===== src/rtl/param_updown_counter.sv =====
// param_updown_counter: parametrised loadable up/down counter with MIN/MAX
// bounds, wrap or saturate at the bounds, a registered terminal-count pulse
// and sticky overflow/underflow flags.
// Optional feature macro: UDCNT_PRESCALE_EN adds a prescale input and an
// enable prescaler so the counter steps once every (prescale+1) enabled cycles.
module param_updown_counter #(
    parameter int              WIDTH      = 8,
    parameter longint unsigned MIN_VAL    = 0,
    parameter longint unsigned MAX_VAL    = (64'd1 << WIDTH) - 64'd1,
    parameter bit              SATURATE   = 1'b0,
    parameter int              PRESCALE_W = 4
) (
    input  logic                  clock,
    input  logic                  reset,
    input  logic                  en,
    input  logic                  load,
    input  logic [WIDTH-1:0]      din,
    input  logic                  up_down,
    input  logic                  clr_flags,
`ifdef UDCNT_PRESCALE_EN
    input  logic [PRESCALE_W-1:0] prescale,
`endif
    output logic [WIDTH-1:0]      count,
    output logic                  tc,
    output logic                  ovf,
    output logic                  unf,
    output logic                  at_max,
    output logic                  at_min
);

    // Reject bound/width combinations the counter cannot represent.
    if (WIDTH < 2 || WIDTH > 32) begin : g_bad_width
        $fatal(1, "param_updown_counter: WIDTH must be 2..32");
    end
    if (!(MIN_VAL < MAX_VAL) || MAX_VAL > ((64'd1 << WIDTH) - 64'd1)) begin : g_bad_bounds
        $fatal(1, "param_updown_counter: require MIN_VAL < MAX_VAL <= 2**WIDTH-1");
    end
    if (PRESCALE_W < 1) begin : g_bad_prescale
        $fatal(1, "param_updown_counter: PRESCALE_W must be at least 1");
    end

    localparam logic [WIDTH-1:0] MIN_V = MIN_VAL[WIDTH-1:0];
    localparam logic [WIDTH-1:0] MAX_V = MAX_VAL[WIDTH-1:0];

    logic             step;
    logic             hit_max;
    logic             hit_min;
    logic [WIDTH-1:0] din_clamped;

    // Boundary detection is a plain equality compare on the registered count.
    assign at_max  = (count == MAX_V);
    assign at_min  = (count == MIN_V);
    assign hit_max = step &&  up_down && at_max;
    assign hit_min = step && !up_down && at_min;

    // Clamp load data into [MIN_V, MAX_V]; inclusive compares avoid constant-compare corner cases.
    always_comb begin
        din_clamped = din;
        if (din >= MAX_V)
            din_clamped = MAX_V;
        else if (din <= MIN_V)
            din_clamped = MIN_V;
    end

`ifdef UDCNT_PRESCALE_EN
    logic [PRESCALE_W-1:0] ps_cnt;
    logic [PRESCALE_W-1:0] ps_lim;
    logic [PRESCALE_W-1:0] ps_target;

    // A freshly cleared prescaler uses the live prescale value; mid-period it
    // uses the value captured at period start, so changes apply after a clear.
    assign ps_target = (ps_cnt == '0) ? prescale : ps_lim;
    assign step      = en && !load && (ps_cnt == ps_target);

    // Prescaler: counts enabled cycles, clears on load and after every step.
    always_ff @(posedge clock or posedge reset) begin
        if (reset) begin
            ps_cnt <= '0;
            ps_lim <= '0;
        end else if (load) begin
            ps_cnt <= '0;
        end else if (en) begin
            if (ps_cnt == ps_target) begin
                ps_cnt <= '0;
            end else begin
                ps_cnt <= ps_cnt + 1'b1;
                if (ps_cnt == '0)
                    ps_lim <= prescale;
            end
        end
    end
`else
    assign step = en && !load;
`endif

    // Count register with load priority over stepping, plus the tc pulse.
    always_ff @(posedge clock or posedge reset) begin
        if (reset) begin
            count <= MIN_V;
            tc    <= 1'b0;
        end else begin
            tc <= 1'b0;
            if (load) begin
                count <= din_clamped;
            end else if (step) begin
                if (up_down) begin
                    if (at_max) begin
                        count <= SATURATE ? MAX_V : MIN_V;
                        tc    <= 1'b1;
                    end else begin
                        count <= count + 1'b1;
                    end
                end else begin
                    if (at_min) begin
                        count <= SATURATE ? MIN_V : MAX_V;
                        tc    <= 1'b1;
                    end else begin
                        count <= count - 1'b1;
                    end
                end
            end
        end
    end

    // Sticky flags: a boundary step sets, clr_flags clears, set wins a tie.
    always_ff @(posedge clock or posedge reset) begin
        if (reset) begin
            ovf <= 1'b0;
            unf <= 1'b0;
        end else begin
            ovf <= hit_max || (ovf && !clr_flags);
            unf <= hit_min || (unf && !clr_flags);
        end
    end

endmodule


===== config.mk =====
export PLATFORM = sky130hd
export DESIGN_NAME = param_updown_counter
export DESIGN_NICKNAME = d
export VERILOG_FILES = /design/src/rtl/param_updown_counter.sv
export SDC_FILE = /design/constraint.sdc
export NUM_CORES = 1
export LEC_CHECK = 0
export BUFFER_PORTS_ARGS = -buffer_cell sky130_fd_sc_hd__clkbuf_2
export CORE_ASPECT_RATIO = 0.9
export CORE_MARGIN = 2
export CORE_UTILIZATION = 45
export CTS_CLUSTER_DIAMETER = 80
export DETAILED_ROUTE_END_ITERATION = 10
export GPL_ROUTABILITY_DRIVEN = 0
export MAX_ROUTING_LAYER = met4
export PLACE_DENSITY = 0.85
export SLEW_MARGIN = 10
export SYNTH_ARGS = -nofsm -noshare
export SYNTH_HDL_FRONTEND = slang
export SYNTH_SLANG_ARGS = --single-unit

===== constraint.sdc =====
create_clock -name clock -period 2.12 [get_ports clock]
set_clock_uncertainty 0.15 [all_clocks]
set_input_delay 0.53 -clock clock [delete_from_list [all_inputs] [get_ports clock]]
set_output_delay 0.53 -clock clock [all_outputs]
set_load 0.03 [all_outputs]

# Word level (Yosys, flattened, before mapping)
# Cells that the tools add are included.
# Widths: inputs -> output; s select.
[op_classes]
n_lt_le_gt_ge = 2
reduce_logical = 14
n_eq_ne = 1
n_mux = 12
n_addsub = 2
[op_table]
columns = ["operator", "count"]
rows = [
  ["$mux 8", 7],
  ["$add 8x1->8 const B", 1],
  ["$eq 8x8->1 const B", 1],
  ["$ge 8x8->1 const B", 1],
  ["$le 8x1->1 const B", 1],
  ["$logic_not 8->1", 1],
  ["$sub 8x1->8 const B", 1],
  ["$logic_and 1x1->1", 7],
  ["$mux 1", 5],
  ["$logic_not 1->1", 3],
  ["$logic_or 1x1->1", 2],
  ["$reduce_bool 2->1", 1],
]
[totals]
out_inout_bits = 13
in_bits = 14
reg_bits = 11

# Depth between registers and ports, before layout
[depth]
depth_word = 5
ltp_mapped = 7

# Least setup slack after synthesis
# Ideal clock, no wire load.
[synth_timing]
path_kind = "register to output"
startpoint = "reg count[4]"
endpoint = "out at_min"
slack_ns = -0.283
stages_incl_launch_ff = 5
arrival_ns = 1.723
path_buffers = 1
required_ns = 1.440
path_cell_list = "dfrtp_1 > buf_6 > or4_4 > or3_4 > inv_2"
[synth_via]
elab_chain_len = 1
[synth_lines]
columns = ["element", "line", "rtl"]
rows = [
  ["start, declared", "23", "output logic [WIDTH-1:0] count,"],
  ["start signal, assigned", "104", "count <= din_clamped;"],
  ["start signal, assigned", "108", "count <= SATURATE ? MAX_V : MIN_V;"],
  ["start signal, assigned", "111", "count <= count + 1'b1;"],
  ["$logic_not 8->1", "52", "assign at_min = (count == MIN_V);"],
  ["end, declared", "28", "output logic at_min"],
]
# No other way between the ends.

# Worst setup path after layout
[layout_timing]
startpoint = "reg count[2]"
endpoint = "out at_min"
# The elaborated chain is that of the path after synthesis.

==> run_results.csv <==
group,metric,value,unit
global_route,antenna_found_initial,0,
power,total_power,0.737,mW
sta,clock.fmax,416,MHz
sta,drv_slew,0,
drt,drt_iter0_drc,80,
place,place.port_buffers,26,
sta,holdWs,74.5,ps
global_route,grt_max_degree,13,
sta,rsz0062_at_grt,"true",
cts,cts_root_buffer,"clkbuf_4",
worst_setup_path,worstPathMaxFanout,2,
worst_setup_path,cp.required,1440,ps
sta,fin_crit,2400,ps
power,power_density,567,nW/µm²
drt,vias,1102,
cts,clockBufferDepth,2,
drt,via_per_inst,5.99,
worst_setup_path,endpoint_kind,"output pin",
drt,drc_errors,0,
cells_and_area,post-route-util,67.9,%
floorplan,die_area,2420,µm²
drt,ant_nets,0,
floorplan,io_pins,27,
worst_setup_path,critPathTopFamily,"simple AND/OR/NAND/NOR gates",
sta,tightestPinTransition,484,ps
worst_setup_path,criticalPathCategory,"reg2out",
cells_and_area,drive_gt1_share,39.0,%
cts,clk_latency,290,ps
cells_and_area,area_growth,41.6,%
synthesis,synth_nets,132,
synthesis,ys_seq_area_share,30.0,%
global_route,grt_pass1_vias,990,
place,pre_cts_slack,-73.8,ps
cells_and_area,register_area,278,µm²
synthesis,synth_area_per_cell,7.99,µm²
global_route,grt_usage,27.0,%
drt,drt-wirelength-per-cell,16.4,µm
cts,ctsHoldBuffers,0,
worst_setup_path,r2r_start,"count[0]",
synthesis,postSynthCellCount,115,
worst_setup_path,path_buf_inv,2,
cts,cts_tree,"done",
synthesis,ys_seq_elements,11,
floorplan,fp-row-count,15,
cts,cts.clk_slew.worst_paths,80,ps
place,dp_hpwl,2.00,mm
power,p_leak,0.599,nW
sta,hold_violations,0,
cts,cts_inserted_buffers,3,
sta,period_share,113,%
worst_setup_path,crit_path_cell_trace,"or4_4 > or3_4 > clkinv_4 > buf_8",
outcome,outcome,"finished, violations left",
drt,drt-total-wl,3.02,mm
floorplan,core_area,1910,µm²
cells_and_area,layout_commonest_cell,"clkbuf_2",
cts,cts_sinks,11,
drt,drtPass1Iterations,5,
floorplan,initial_core_util,48.0,%
floorplan,dieHeight,46.9,µm
sta,setup_ws,-283,ps
cells_and_area,num-fill-cells,150,
synthesis,yosysWarnings,0,
cts,htreeDepth,1,
sta,max_slew_margin,67.7,%
synthesis,syn_area,918,µm²
cells_and_area,antenna_cells,0,
outcome,violations,"setup timing",
floorplan,dieWidth,51.6,µm
synthesis,ys_types,41,
worst_setup_path,critPathLaunchType,"register",
worst_setup_path,cp_slowest_stage_delay,530,ps
flow_run,cap_viol_max_count,0,
worst_hold_path,hold_path_class,"in2async",
power,peakVddDrop,0.403,mV
global_route,overflow,0,
worst_setup_path,crit_arrival,1720,ps
cells_and_area,multi_input_comb_area,589,µm²
worst_setup_path,crit_start,"count[2]",
cells_and_area,nNetsFinal,177,
cells_and_area,final_cell_mix,"clkbuf_2 (24), buf_4 (21), inv_1 (10), nand2_1 (10), dfrtp_1 (9)",
sta,setup_viol,2,
global_route,grt_pass1_wl,4.59,mm
worst_setup_path,crit_slowest_cell,"or4_4",
==> state kept, by name, indices dropped and copies added (netlist names) <==
name / cells
count: 8
unf: 1
ovf: 1
tc: 1
==> final timing paths <==
check | endpoint | slack (ps) | cells past startpoint
setup / recovery | at_min | -280 | 4
hold / removal | count[6] | 70 | 2
setup reg to reg | count[5] | 50 | 6
hold reg to reg | unf | 380 | 2
max in group asynchronous | count[5] | 1380 | 2
min in group clock | count[6] | 290 | 3
==> cell usage after synthesis, drive strengths merged <==
| cell | count | area share (%) |
|---|---|---|
| dfrtp | 11 | 30 |
| inv | 11 | 4.5 |
| nand2 | 10 | 4.1 |
| o21ai | 8 | 4.4 |
| nor2 | 6 | 2.5 |
| buf | 5 | 3.3 |
| a21oi | 4 | 2.2 |
| clkbuf | 4 | 1.6 |
| nor3 | 4 | 2.2 |
| xor2 | 4 | 3.8 |
| a31oi | 3 | 2.0 |
| ha | 3 | 4.1 |
| nand2b | 3 | 2.0 |
| nand3 | 3 | 1.6 |
| nor3b | 3 | 2.5 |
| nor4 | 3 | 2.0 |
| o22ai | 3 | 2.0 |
| o311ai | 3 | 2.9 |
| or3 | 3 | 2.6 |
| nor2b | 2 | 1.4 |
| o31a | 2 | 1.9 |
| or4 | 2 | 2.0 |
| xnor2 | 2 | 1.9 |
| a211o | 1 | 0.95 |
| a21bo | 1 | 1.1 |
| a21o | 1 | 0.82 |
| a221o | 1 | 1.1 |
| a221oi | 1 | 0.95 |
| a32oi | 1 | 0.95 |
| and4 | 1 | 0.95 |
| mux2i | 1 | 1.1 |
| nand4 | 1 | 0.68 |
| o211ai | 1 | 0.82 |
| o221ai | 1 | 0.95 |
| o311a | 1 | 1.1 |
| o32a | 1 | 1.1 |
==> stage by stage <==
step / instance area (µm²) / cells / setup TNS, ps
after CTS: 1270 / 183 / -326
after floorplan: 928 / 115 / -165
after global placement: 1160 / 173 / -57.2
final: 1300 / 184 / -355
after global routing: 1300 / 184 / -551
after detailed placement: 1160 / 173 / -73.8
==> power breakdown <==
| group | switching (mW) | internal (mW) |
|---|---|---|
| Combinational | 0.195 | 0.138 |
| Sequential | 0.0175 | 0.229 |
| Clock | 0.0832 | 0.0732 |
| Total | 0.296 | 0.441 |
==> logic make-up (layout without fill, tap and decap cells) <==
logic type                 Yosys count  in the layout  synth area share [%]
AOI/OAI and AO/OA                   33             33                  25.2
xor gates and xnor gates             6              6                  5.72
adders and majority gates            3              3                  4.09
buffers and inverters               20             64                  9.40
DFF                                 11             11                  30.0
muxes                                1              1                  1.09
and+or+nand+nor                     41             41                  24.5
==> final cells by class <==
type	instances	share of cell area [%]
clock buffer	4	2.02
inverter	11	3.56
timing repair buffer	49	25.3
sequential	11	21.4
multi-input combinational	84	45.3
tap	25	2.41
==> metal layers <==
| metal | track usage (%) | vias to the layer above | wire [µm] |
|---|---|---|---|
| met5 | - | - | 0 |
| met4 | 16.3 | 0 | 69 |
| met3 | 2.23 | 10 | 276 |
| met2 | 44.4 | 81 | 1480 |
| met1 | 32.9 | 503 | 1200 |
| li1 | - | 508 | - |
==> what timing repair did <==
item,4_1_cts,5_1_grt
pin swaps,2,4
setup endpoints to repair,2,3
setup buffers,7,2
gates resized for setup,6,7
No activity file was read; power rests on OpenSTA's default activity.
